### src/rtl/xs3_pkg.sv
// Shared constants and types for the excess-3 digit packer.
package xs3_pkg;

  localparam logic [3:0] XS3_OFFSET = 4'd3;
  localparam logic [3:0] XS3_MIN    = 4'd3;
  localparam logic [3:0] XS3_MAX    = 4'd12;
  localparam logic [3:0] BCD_BAD    = 4'hF;

  typedef enum logic {
    COLLECT = 1'b0,
    HOLD    = 1'b1
  } state_e;

endpackage

### src/rtl/xs3_to_bcd.sv
// Combinational excess-3 to BCD decoder. Codes outside 3..12 are flagged bad;
// the BCD output for a bad code is meaningless and is masked by the caller.
module xs3_to_bcd
  import xs3_pkg::*;
(
  input  logic [3:0] in,
  output logic [3:0] bcd,
  output logic       bad
);

  assign bcd = in - XS3_OFFSET;
  assign bad = (in < XS3_MIN) || (in > XS3_MAX);

endmodule

### src/rtl/xs3_digit_packer.sv
// Excess-3 digit packer: accepts one excess-3 digit per handshake, decodes it
// to BCD and shifts it into an NDIG-digit packed word. A word closes when it
// is full or when in_last is seen, then it is held until out_ready.
module xs3_digit_packer
  import xs3_pkg::*;
#(
  parameter  int NDIG = 4,
  localparam int CW   = $clog2(NDIG + 1)
) (
  input  logic              clk,
  input  logic              rst_n,
  input  logic              in_valid,
  output logic              in_ready,
  input  logic [3:0]        in_digit,
  input  logic              in_ovf,
  input  logic              in_last,
  output logic              out_valid,
  input  logic              out_ready,
  output logic [4*NDIG-1:0] out_bcd,
  output logic [CW-1:0]     out_count,
  output logic              out_err
);

  localparam int            W          = 4 * NDIG;
  localparam logic [CW-1:0] LAST_COUNT = CW'(NDIG - 1);

  state_e     state;
  logic [3:0] dec_bcd;
  logic       dec_bad;
  logic       bad;
  logic [3:0] nibble;
  logic       accept;

  xs3_to_bcd u_dec (
    .in  (in_digit),
    .bcd (dec_bcd),
    .bad (dec_bad)
  );

  // A digit is unusable if its code is illegal or the adder overflowed;
  // such digits are stored as a marker nibble so the position is preserved.
  assign bad    = dec_bad | in_ovf;
  assign nibble = bad ? BCD_BAD : dec_bcd;

  // Handshake strobes come from the state register; rst_n only forces
  // in_ready low so nothing is taken while reset is asserted.
  assign in_ready  = rst_n & (state == COLLECT);
  assign out_valid = (state == HOLD);
  assign accept    = in_valid & in_ready;

  // Collect/hold FSM together with the shift register, digit counter and error flag.
  // NOTE: reset is sampled on the clock edge, so it lives inside the clocked block,
  // and every register here uses <= so all of them see pre-edge values.
  always_ff @(posedge clk) begin
    if (!rst_n) begin
      state     <= COLLECT;
      out_bcd   <= '0;
      out_count <= '0;
      out_err   <= 1'b0;
    end else begin
      case (state)
        COLLECT: begin
          if (accept) begin
            out_bcd   <= {out_bcd[W-5:0], nibble};
            out_count <= out_count + CW'(1);
            out_err   <= out_err | bad;
            // The counter stops at NDIG because the word always closes there.
            if ((out_count == LAST_COUNT) || in_last) begin
              state <= HOLD;
            end
          end
        end
        HOLD: begin
          if (out_ready) begin
            out_bcd   <= '0;
            out_count <= '0;
            out_err   <= 1'b0;
            state     <= COLLECT;
          end
        end
        default: state <= COLLECT;
      endcase
    end
  end

endmodule

### config.mk
export PLATFORM = sky130hd
export DESIGN_NAME = xs3_digit_packer
export DESIGN_NICKNAME = d
export VERILOG_FILES = /design/src/rtl/xs3_pkg.sv /design/src/rtl/xs3_to_bcd.sv /design/src/rtl/xs3_digit_packer.sv
export SDC_FILE = /design/constraint.sdc
export NUM_CORES = 1
export LEC_CHECK = 0
export ABC_AREA = 1
export BUFFER_PORTS_ARGS = -buffer_cell sky130_fd_sc_hd__buf_2
export CAP_MARGIN = 15
export CORE_MARGIN = 10
export CORE_UTILIZATION = 35
export CTS_CLUSTER_SIZE = 12
export DETAILED_ROUTE_END_ITERATION = 16
export GPL_TIMING_DRIVEN = 0
export PLACE_DENSITY_LB_ADDON = 0.2
export SYNTH_ARGS = -nofsm -noshare
export SYNTH_HDL_FRONTEND = slang
export SYNTH_SLANG_ARGS = --single-unit
### constraint.sdc
create_clock -name clk -period 1.7 [get_ports clk]
set_clock_uncertainty 0.1 [all_clocks]
set_input_delay 0.17 -clock clk [delete_from_list [all_inputs] [get_ports clk]]
set_output_delay 0.17 -clock clk [all_outputs]
set_load 0.005 [all_outputs]
## Word-level counts from Yosys, hierarchy flattened

Cells that the tools add are included.

- Bits of input ports: 10
- Bits in registers: 21

- Muxes and demuxes: 14
- Eq/ne operators: 3
- Bitwise gates (word level): 5
- Order comparisons: 2
- $add $sub $neg: 2
- Reductions and logical operators: 3

Operators with widths:

| kind | number |
|---|---|
| 2-to-1 mux 16 bit | 2 |
| case mux 16 bit (2 select lines) | 1 |
| 2-to-1 mux 3 bit | 2 |
| case mux 3 bit (2 select lines) | 1 |
| 2-to-1 mux 1 bit | 5 |
| greater-than comparator 4 bit (second input constant) | 1 |
| less-than comparator 4 x 2 -> 1 bit (second input constant) | 1 |
| 2-to-1 mux 4 bit | 1 |
| inequality test 2 bit (second input constant) | 2 |
| case mux 1 bit (2 select lines) | 2 |
| subtractor 4 x 2 -> 4 bit (second input constant) | 1 |
| adder 3 x 1 -> 3 bit (second input constant) | 1 |
| == test 3 x 2 -> 1 bit (second input constant) | 1 |
| bitwise AND 1 bit | 2 |
| logical OR 1 bit | 2 |
| bitwise OR 1 bit | 2 |
| AND reduction 2 bit | 1 |
| inverter 1 bit | 1 |

## Logic depth before layout (Yosys ltp)

Gate-level depths: netlist (run 1).

- Depth in word-level cells: 6
- Gate-level depth with buffers: 9

## Modules after synthesis

Synthesis (run 1) repeated with hierarchy kept, for this count alone.

- Cells, all modules: 127
- Area, all modules: 968.4 um^2

Modules (own cells, without submodules):

| module | cells each | times used | area an instance (um^2) |
|---|---|---|---|
| xs3_digit_packer | 112 | 1 | 880.8 |
| xs3_to_bcd | 15 | 1 | 87.6 |

## Worst setup path after synthesis (run 1)

Ideal clock, no wire load.

- Kind: register to register
- Start: reg out_count[0]
- End: reg out_count[2]
- Cell stages (with the launch flop): 6
- Arrival: 1029 ps
- Data required time: 1536 ps
- Buffers on the path: 0
- Slack: 507 ps
- Library setup time: 64 ps
- Cells stage by stage: dfxtp_1 -> ha_1 -> ha_1 -> o22ai_1 -> inv_1 -> nor2_1

- Word-level cells in the longest chain between the ends: 3

RTL lines:

| what | RTL line | text |
|---|---|---|
| start: declaration | xs3_digit_packer.sv:20 | `output logic [CW-1:0] out_count,` |
| start signal: assignment | xs3_digit_packer.sv:65 | `out_count <= out_count + CW'(1);` |
| adder 3 x 1 -> 3 bit | xs3_digit_packer.sv:65 |  |
| 2-to-1 mux 3 bit | xs3_digit_packer.sv:63 | `if (accept) begin` |
| case mux 3 bit (2 select lines) | xs3_digit_packer.sv:61 | `case (state)` |

No other way between the ends. The select of a mux whose other input is x is not followed.
A chain may end at the register's enable or synchronous reset.

## Worst setup path in the final report (run 1)

- Start: reg state, in the netlist out_valid
- End: reg out_bcd[11]

- Word-level cells in the longest chain between the ends: 5
- Elaborated cells on any way between the ends: 7

RTL lines:

| what | RTL line | text |
|---|---|---|
| start: declaration | xs3_digit_packer.sv:27 | `state_e state;` |
| start signal: assignment | xs3_digit_packer.sv:56 | `state <= COLLECT;` |
| start signal: assignment | xs3_digit_packer.sv:69 | `state <= HOLD;` |
| start signal: assignment | xs3_digit_packer.sv:78 | `state <= COLLECT;` |
| inverter 1 bit | -- |  |
| bitwise AND 1 bit | xs3_digit_packer.sv:47 | `assign in_ready = rst_n & (state == COLLECT);` |
| bitwise AND 1 bit | xs3_digit_packer.sv:49 | `assign accept = in_valid & in_ready;` |
| inequality test 2 bit (no source line) | -- |  |
| AND reduction 2 bit (no source line) | -- |  |
| end signal: assignment | xs3_digit_packer.sv:64 | `out_bcd <= {out_bcd[W-5:0], nibble};` |
| end: declaration | xs3_digit_packer.sv:19 | `output logic [4*NDIG-1:0] out_bcd,` |

Several ways; a longest one is shown, not always the timed one.

==> results of run 1 <==
## routing by layer
layer  vias up  track usage  part of all wire
met1       393       0.0998              0.44
met3         2       0.0386             0.061
met4         0       0.0194            0.0062
li1        470            -                 -
met5         -            0                 0
met2        23        0.155              0.50
## cells by family (layout without fill, tap and decap cells)
kind of cell	Yosys count	after routing	share of synthesized area
and+or+nand+nor	57	57	0.263
buffers and inverters	23	58	0.110
adders and majority gates	4	4	0.0539
DFF	21	21	0.453
AOI/OAI and AO/OA	22	22	0.120
## flip-flops by register name, summed over array words and instances, names as in the netlist
| name | count |
|---|---|
| out_bcd | 16 |
| out_valid | 1 |
| out_count | 3 |
| out_err | 1 |
## Yosys cell counts
| cell type | number |
|---|---|
| sky130_fd_sc_hd__buf_4 | 2 |
| sky130_fd_sc_hd__dfxtp_1 | 21 |
| sky130_fd_sc_hd__a21oi_1 | 18 |
| sky130_fd_sc_hd__nand2_2 | 1 |
| sky130_fd_sc_hd__inv_1 | 17 |
| sky130_fd_sc_hd__or2_2 | 1 |
| sky130_fd_sc_hd__clkinv_1 | 1 |
| sky130_fd_sc_hd__nand3_4 | 1 |
| sky130_fd_sc_hd__ha_1 | 4 |
| sky130_fd_sc_hd__inv_2 | 1 |
| sky130_fd_sc_hd__nor2_1 | 2 |
| sky130_fd_sc_hd__o21ai_0 | 3 |
| sky130_fd_sc_hd__nand3_1 | 9 |
| sky130_fd_sc_hd__buf_6 | 1 |
| sky130_fd_sc_hd__nand2_1 | 43 |
| sky130_fd_sc_hd__o22ai_1 | 1 |
| sky130_fd_sc_hd__buf_2 | 1 |
## worst max-delay path: cells and delay by family, from the launching register on
kind / cells / cell delay (ns)
compound gates: 1 / 0.12
simple gates: 3 / 0.28
buf+inv: 3 / 0.39
flops: 1 / 0.37
## layout make-up
class | count | area share
Buffer | 4 | 0.0272
Multi-Input combinational cell | 83 | 0.353
Clock inverter | 1 | 0.00436
Tap cell | 30 | 0.0327
Sequential cell | 21 | 0.366
Timing Repair Buffer | 31 | 0.135
Inverter | 19 | 0.0621
Clock buffer | 3 | 0.0196
## how the worst min path moves through the flow
stage                          from                      end  slack [ns]  cells after the start
2_1_floorplan                 rst_n  out_bcd[3]$_SDFFE_PN0P_        0.17                      2
3_3_place_gp   out_err$_SDFFE_PN0P_     out_err$_SDFFE_PN0P_        0.34                      2
3_5_place_dp   out_err$_SDFFE_PN0P_     out_err$_SDFFE_PN0P_        0.34                      2
4_1_cts                   out_ready     out_valid$_SDFF_PN0_        0.04                      3
5_1_grt                   out_ready     out_valid$_SDFF_PN0_        0.03                      3
6_report                  out_ready     out_valid$_SDFF_PN0_        0.05                      3
## where the power goes
part	switching (mW)	internal [mW]	leakage (nW)	total, mW
combinational	0.0745	0.0546	0.393	0.129
clock	0.148	0.0877	0.0177	0.236
sequential	0.0136	0.510	0.171	0.524
## metrics by stage
step / area [sq um] / utilization / power [mW] / worst slack, ns / hold slack (ns)
final: 1150 / 0.459 / 0.889 / 0.374 / 0.0499
after global routing: 1150 / 0.459 / 0.947 / 0.163 / 0.0254
after CTS: 1150 / 0.459 / 0.907 / 0.349 / 0.0374
after detailed placement: 1120 / 0.448 / 0.668 / 0.376 / 0.345
after global placement: 1120 / 0.448 / 0.663 / 0.428 / 0.337
after floorplan: 928 / - / 0.610 / 0.507 / 0.168
==> key figures, run 1 <==
Outcome
  – Outcome: finished, final reports clean

Timing
  – Final Cycle Share: 0.780
  – Count of final setup violators: 0
  – Minimum clock period after layout: roughly 1.3 ns
  – Peak Freq: around 0.75 GHz
  – Max-slew violation count: 0
  – Final-layout setup total negative slack: 0 ns
  – Final Hold Viols: 0
  – Pin slew with the least headroom to its limit: 0.206 ns
  – Setup repair after global routing missed its margin: no
  – Slew HR: 0.862

Finish
  – Net total in the final layout: approximately 180
  – Fill cells: between 200 and 300
  – Ant diodes: 0
  – Post-Layout Cell Count: roughly 190
  – Fraction of layout instances using a drive strength above 1: 0.265
  – Multi-input gate area: between 400 and 500 sq um
  – Sequential standard cell area: roughly 420 sq um
  – Commonest non-fill, non-tap cell in the layout: sky130_fd_sc_hd__nand2_1
  – Commonest cells after routing, fill and taps aside: sky130_fd_sc_hd__nand2_1, sky130_fd_sc_hd__buf_2, sky130_fd_sc_hd__dfxtp_1
  – Relative area change from synthesis to final layout: 23.7%

Floorplanning
  – Die boundary width: between 70 and 80 microns
  – Site Rows: 18
  – Y dimension of the die: between 70 and 80 microns
  – Count of boundary I/O pins: 32
  – Core area: 2500 sq um
  – Initial core utilization: 0.371
  – Overall die area: 5110 sq um

Power and ir drop
  – Lkg Pwr: 0.582 nW
  – Total power density per cell area: 774 nW/um^2
  – Peak supply drop: approximately 0.61 mV

Detailed routing
  – Post-Route WL: roughly 2.3 mm
  – Routed length per instance: ~12 microns
  – Via count of the routed design: just under 900
  – Number of nets still failing antenna checks after routing: 0
  – Avg Vias per Cell: around 4.6
  – Number of remaining DRC errors: 0
  – Iteration-0 DRC count of the detailed router: 51
  – Detailed-router iteration count before antenna repair: 3

Place
  – Number of instances in the placed design: between 150 and 200
  – Detail Placement HPWL: about 1.8 mm
  – Port Buffers: 31
  – Global placement routability congestion: 0.737

Setup path
  – Worst r2r dst: out_bcd[11]$_SDFFE_PN0P_
  – Critical path startpoint category: register
  – Logic depth of the worst register-to-register path: 7
  – Path type of the worst setup path: reg2reg
  – Critical R2R Launch: out_valid$_SDFF_PN0_
  – Critical path endpoint category: register
  – Signal arrival time at the worst endpoint: 1.47 ns
  – Capturing instance or port of the critical path: out_bcd[11]$_SDFFE_PN0P_
  – Worst path cell trace: inv_1 > nand3_4 > nand2_1 > inv_1 > buf_4 > nand2_1 > a21oi_1
  – Largest stage delay, worst path: 0.37 ns
  – Required time at the endpoint of the critical path: approximately 1.8 ns
  – Launch point of the worst path: out_valid$_SDFF_PN0_
  – Worst reg2reg setup slack: roughly 0.37 ns
  – CP max-delay cell: sky130_fd_sc_hd__dfxtp_1
  – Critical-path maximum fanout: 10

Job
  – Max-cap violations: 0

Yosys
  – Synthesized flop and latch total: 21
  – Post-synth design cell area: between 900 and 1000 sq um
  – Mean Syn Cell Area: approximately 7.3 sq um
  – Cell accounting for the most synthesized area: sky130_fd_sc_hd__dfxtp_1
  – Cells after synthesis: roughly 130
  – Sequential area share after synthesis: 0.453
  – Top cells by area, synth: sky130_fd_sc_hd__dfxtp_1, sky130_fd_sc_hd__nand2_1, sky130_fd_sc_hd__a21oi_1, sky130_fd_sc_hd__inv_1, sky130_fd_sc_hd__ha_1
  – Proportion of netlist area held by the largest area contributor: 0.453
  – Net Count, Synth: around 140
  – Number of unique standard cell types used by synthesis: 17
  – Count of warnings emitted by yosys: 0

GRT
  – Global-route wire length before repair: about 3.9 mm
  – Sum of overflow across all layers after global routing: 0
  – Largest net degree at the start of global routing: 13
  – Global router's overall resource usage: 0.0899
  – Vias in the first global route: 874
  – Antenna violations before repair: 0

Clock network
  – CTS Root Cell: sky130_fd_sc_hd__clkbuf_4
  – Worst-path clk slew: ~0.12 ns
  – Number of clock sinks: 21
  – Number of buffers between clock root and the deepest sink: 2
  – TritonCTS clock tree: done
  – Worst-skew pair later-pin latency: between 0.2 and 0.3 ns
  – Number of post-CTS setup repair buffers: 0
  – Count of instances resized after the clock tree is built: 0
  – H-tree levels: 1
  – Hold buffer count at CTS: 0
  – Number of clock buffers inserted by TritonCTS: 3

Min path
  – Path category of the worst min-delay check: in2reg
No activity file was read; power rests on OpenSTA's default activity.
==> run 2: changes to the inputs <==
--- a/config.mk
+++ b/config.mk
@@ -5,7 +5,7 @@
 export SDC_FILE = /design/constraint.sdc
 export NUM_CORES = 1
 export LEC_CHECK = 0
-export ABC_AREA = 1
+export ABC_AREA = 0
 export BUFFER_PORTS_ARGS = -buffer_cell sky130_fd_sc_hd__buf_2
 export CAP_MARGIN = 15
 export CORE_MARGIN = 10
==> constraint.sdc (replaced) <==
create_clock -name clk -period 1.1 [get_ports clk]
set_clock_uncertainty 0.1 [all_clocks]
set_input_delay 0.11 -clock clk [delete_from_list [all_inputs] [get_ports clk]]
set_output_delay 0.11 -clock clk [all_outputs]
set_load 0.005 [all_outputs]
==> run 2 against run 1 <==
Critical path type unchanged. Non-clock buffer count up 10. Maximum frequency down 3.7%. Routed wire length up 13%. Largest power group unchanged. The run now ends with setup timing left. Utilization up 7.6 points. Sequential share of layout area down 4.6 points. Largest cell class is now multi-input gates.
==> key figures, run 2 <==
Outcome
  – Outcome: finished with violations
  – Violations in the final reports: setup timing

Place
  – Number of instances in the placed design: between 150 and 200
  – Detail Placement HPWL: between 1.5 and 2 mm
  – Port Buffers: 31
  – Global placement routability congestion: around 0.73

Yosys
  – Mean Syn Cell Area: 9.79 sq um
  – Net Count, Synth: around 110
  – Top cell types by occurrence after synthesis: sky130_fd_sc_hd__dfxtp_1, sky130_fd_sc_hd__nor2b_1, sky130_fd_sc_hd__a22oi_1, sky130_fd_sc_hd__nand3_1, sky130_fd_sc_hd__o21ai_0
  – Count of warnings emitted by yosys: 0
  – Most repeated cell in the gate-level netlist after synthesis: sky130_fd_sc_hd__dfxtp_1
  – Dominant synthesized flop cell: sky130_fd_sc_hd__dfxtp_1
  – Async S/R FF share, synth: 0
  – Cells after synthesis: 95
  – Top cells by area, synth: sky130_fd_sc_hd__dfxtp_1, sky130_fd_sc_hd__a22oi_1, sky130_fd_sc_hd__nor2b_1, sky130_fd_sc_hd__ha_1, sky130_fd_sc_hd__nand3_1
  – Sequential area share after synthesis: 0.452
  – Proportion of netlist area held by the largest area contributor: 0.452
  – Number of unique standard cell types used by synthesis: 25
  – Post-synth design cell area: ~930 sq um
  – Count of flip-flops with a built-in enable after synthesis: 0
  – Cell accounting for the most synthesized area: sky130_fd_sc_hd__dfxtp_1
  – Synthesized flop and latch total: 21

Detailed routing
  – Number of remaining DRC errors: 0
  – Number of nets still failing antenna checks after routing: 0
  – Post-Route WL: about 2.6 mm
  – Highest Signal Layer: met4
  – Via count of the routed design: 855
  – Routed length per instance: 15.1 microns
  – Routed wire length on met2: about 1.2 mm
  – Met3 wire len: slightly above 200 microns
  – Detailed-router iteration count before antenna repair: 4
  – Met1 WL: roughly 1.2 mm
  – Iteration-0 DRC count of the detailed router: 31
  – Avg Vias per Cell: just over 5

GRT
  – Global-route wire length before repair: approximately 4.3 mm
  – Vias in the first global route: between 900 and 1000
  – Largest net degree at the start of global routing: 13
  – Antenna violations before repair: 0
  – Sum of overflow across all layers after global routing: 0
  – Global router's overall resource usage: 0.100

Power and ir drop
  – Total power: 1.49 mW
  – Peak supply drop: roughly 0.66 mV
  – Lkg Pwr: 0.576 nW
  – Total power density per cell area: 1120 nW/um^2

Timing
  – Setup repair after global routing missed its margin: yes
  – Final Hold Viols: 0
  – Minimum clock period after layout: between 1 and 1.5 ns
  – Final Cycle Share: 1.25
  – Count of final setup violators: 23
  – Final-layout setup total negative slack: -5.06 ns
  – Pin slew with the least headroom to its limit: roughly 0.45 ns
  – Max-slew violation count: 0
  – Worst hold slack: 0.00886 ns
  – Setup slack of the critical path after layout: -0.277 ns
  – Slew HR: 0.697
  – Peak Freq: roughly 0.73 GHz

Setup path
  – Critical-path maximum fanout: 5
  – Critical path startpoint category: register
  – Required time at the endpoint of the critical path: approximately 1.2 ns
  – Path type of the worst setup path: reg2reg
  – Critical path endpoint category: register
  – Signal arrival time at the worst endpoint: 1.51 ns

Finish
  – Fraction of layout instances using a drive strength above 1: 0.446
  – Post-Layout Cell Count: around 170
  – Commonest cells after routing, fill and taps aside: sky130_fd_sc_hd__buf_2, sky130_fd_sc_hd__dfxtp_1, sky130_fd_sc_hd__nor2b_1
  – Biggest regs: out_bcd (16), out_count (3)
  – Register bank with the most flops: out_bcd
  – Commonest non-fill, non-tap cell in the layout: sky130_fd_sc_hd__buf_2
  – Ant diodes: 0
  – Relative area change from synthesis to final layout: 44.0%
  – Number of flip-flops under the largest register name: 16
  – Net total in the final layout: approximately 150

Floorplanning
  – Y dimension of the die: slightly above 70 microns
  – Initial core utilization: 0.372
  – Core area: between 2000 and 2500 sq um
  – Overall die area: slightly above 5000 sq um
  – Count of boundary I/O pins: 32
  – Site Rows: 18
  – Die boundary width: 71.5 microns

Clock network
  – CTS Root Cell: sky130_fd_sc_hd__clkbuf_4
  – H-tree levels: 1
  – TritonCTS clock tree: done
  – Number of clock buffers inserted by TritonCTS: 3
  – Worst-skew pair later-pin latency: between 0.2 and 0.3 ns
  – Number of clock sinks: 21
  – Worst-path clk slew: 0.11 ns
  – Number of buffers between clock root and the deepest sink: 2

Job
  – Max-cap violations: 0

Min path
  – Path category of the worst min-delay check: in2reg
run 2: changes by cell type in the layout (fill, tap and decap cells not counted), moves of 3 or more:
cell	previous run	this run
sky130_fd_sc_hd__nor2b_1	0	15
sky130_fd_sc_hd__dfxtp_1	21	17
sky130_fd_sc_hd__a22oi_2	0	9
sky130_fd_sc_hd__a22oi_1	0	4
sky130_fd_sc_hd__dfxtp_2	0	3
sky130_fd_sc_hd__buf_6	1	8
sky130_fd_sc_hd__nand2_1	43	4
sky130_fd_sc_hd__a21oi_1	18	1
sky130_fd_sc_hd__inv_1	17	3
run 2: final timing paths:
check                            start  depth (start not counted)                        end  slack [ns]
setup / recovery  out_valid$_SDFF_PN0_                          6  out_count[0]$_SDFFE_PN0P_       -0.28
hold / removal                 in_last                          3       out_valid$_SDFF_PN0_       0.009
hold reg to reg   out_err$_SDFFE_PN0P_                          2       out_err$_SDFFE_PN0P_        0.37
setup reg to reg  out_valid$_SDFF_PN0_                          6  out_count[0]$_SDFFE_PN0P_       -0.28
run 2: kinds of logic after synthesis:
group	count (synthesis)	share of synthesized area
buf+inv	8	0.0525
fa+ha+maj	4	0.0538
flops	21	0.452
compound gates	24	0.194
mux	1	0.0108
simple gates	37	0.237
run 2: worst max-delay path, cell delays in order (launching register included):
cell	delay (ns)
sky130_fd_sc_hd__dfxtp_4	0.36
sky130_fd_sc_hd__and3b_1	0.18
sky130_fd_sc_hd__buf_6	0.13
sky130_fd_sc_hd__a21oi_4	0.21
sky130_fd_sc_hd__buf_6	0.16
sky130_fd_sc_hd__mux2i_1	0.07
sky130_fd_sc_hd__nor2b_1	0.11
run 2: metal layers:
layer	GRT usage	vias to the layer above
met2	0.162	24
met1	0.112	402
met4	0.0430	0
met5	0	-
li1	-	427
met3	0.0441	2
run 2: metrics by stage:
| step | setup slack (ns) | util | area [sq um] |
|---|---|---|---|
| after floorplan | -0.245 | - | 937 |
| after global placement | -0.396 | 0.452 | 1130 |
| after detailed placement | -0.427 | 0.452 | 1130 |
| after CTS | -0.250 | 0.508 | 1270 |
| after global routing | -0.366 | 0.536 | 1340 |
| final | -0.277 | 0.536 | 1340 |
run 2: where the power goes:
group          switching, mW  internal (mW)
logic                  0.146          0.163
clock network          0.221          0.135
registers             0.0324          0.796
total                  0.399           1.09
run 2: cell type report:
cell class | instances | area [sq um]
buffer | 5 | 50.0
inverter | 3 | 11.3
clock inverter | 1 | 5.00
multi-input combinational | 66 | 522
timing repair buffer | 40 | 263
clock buffer | 3 | 22.5
sequential | 21 | 428
fill | 241 | 1160
tap | 30 | 37.5
run 2: timing repair:
action	in CTS	in global routing
setup buffers	6	1
pin swaps	6	4
endpoints found under the setup margin	21	26
endpoints found under the hold margin	4	0
gates resized for setup	14	12
hold buffers	1	0
gates cloned	1	0
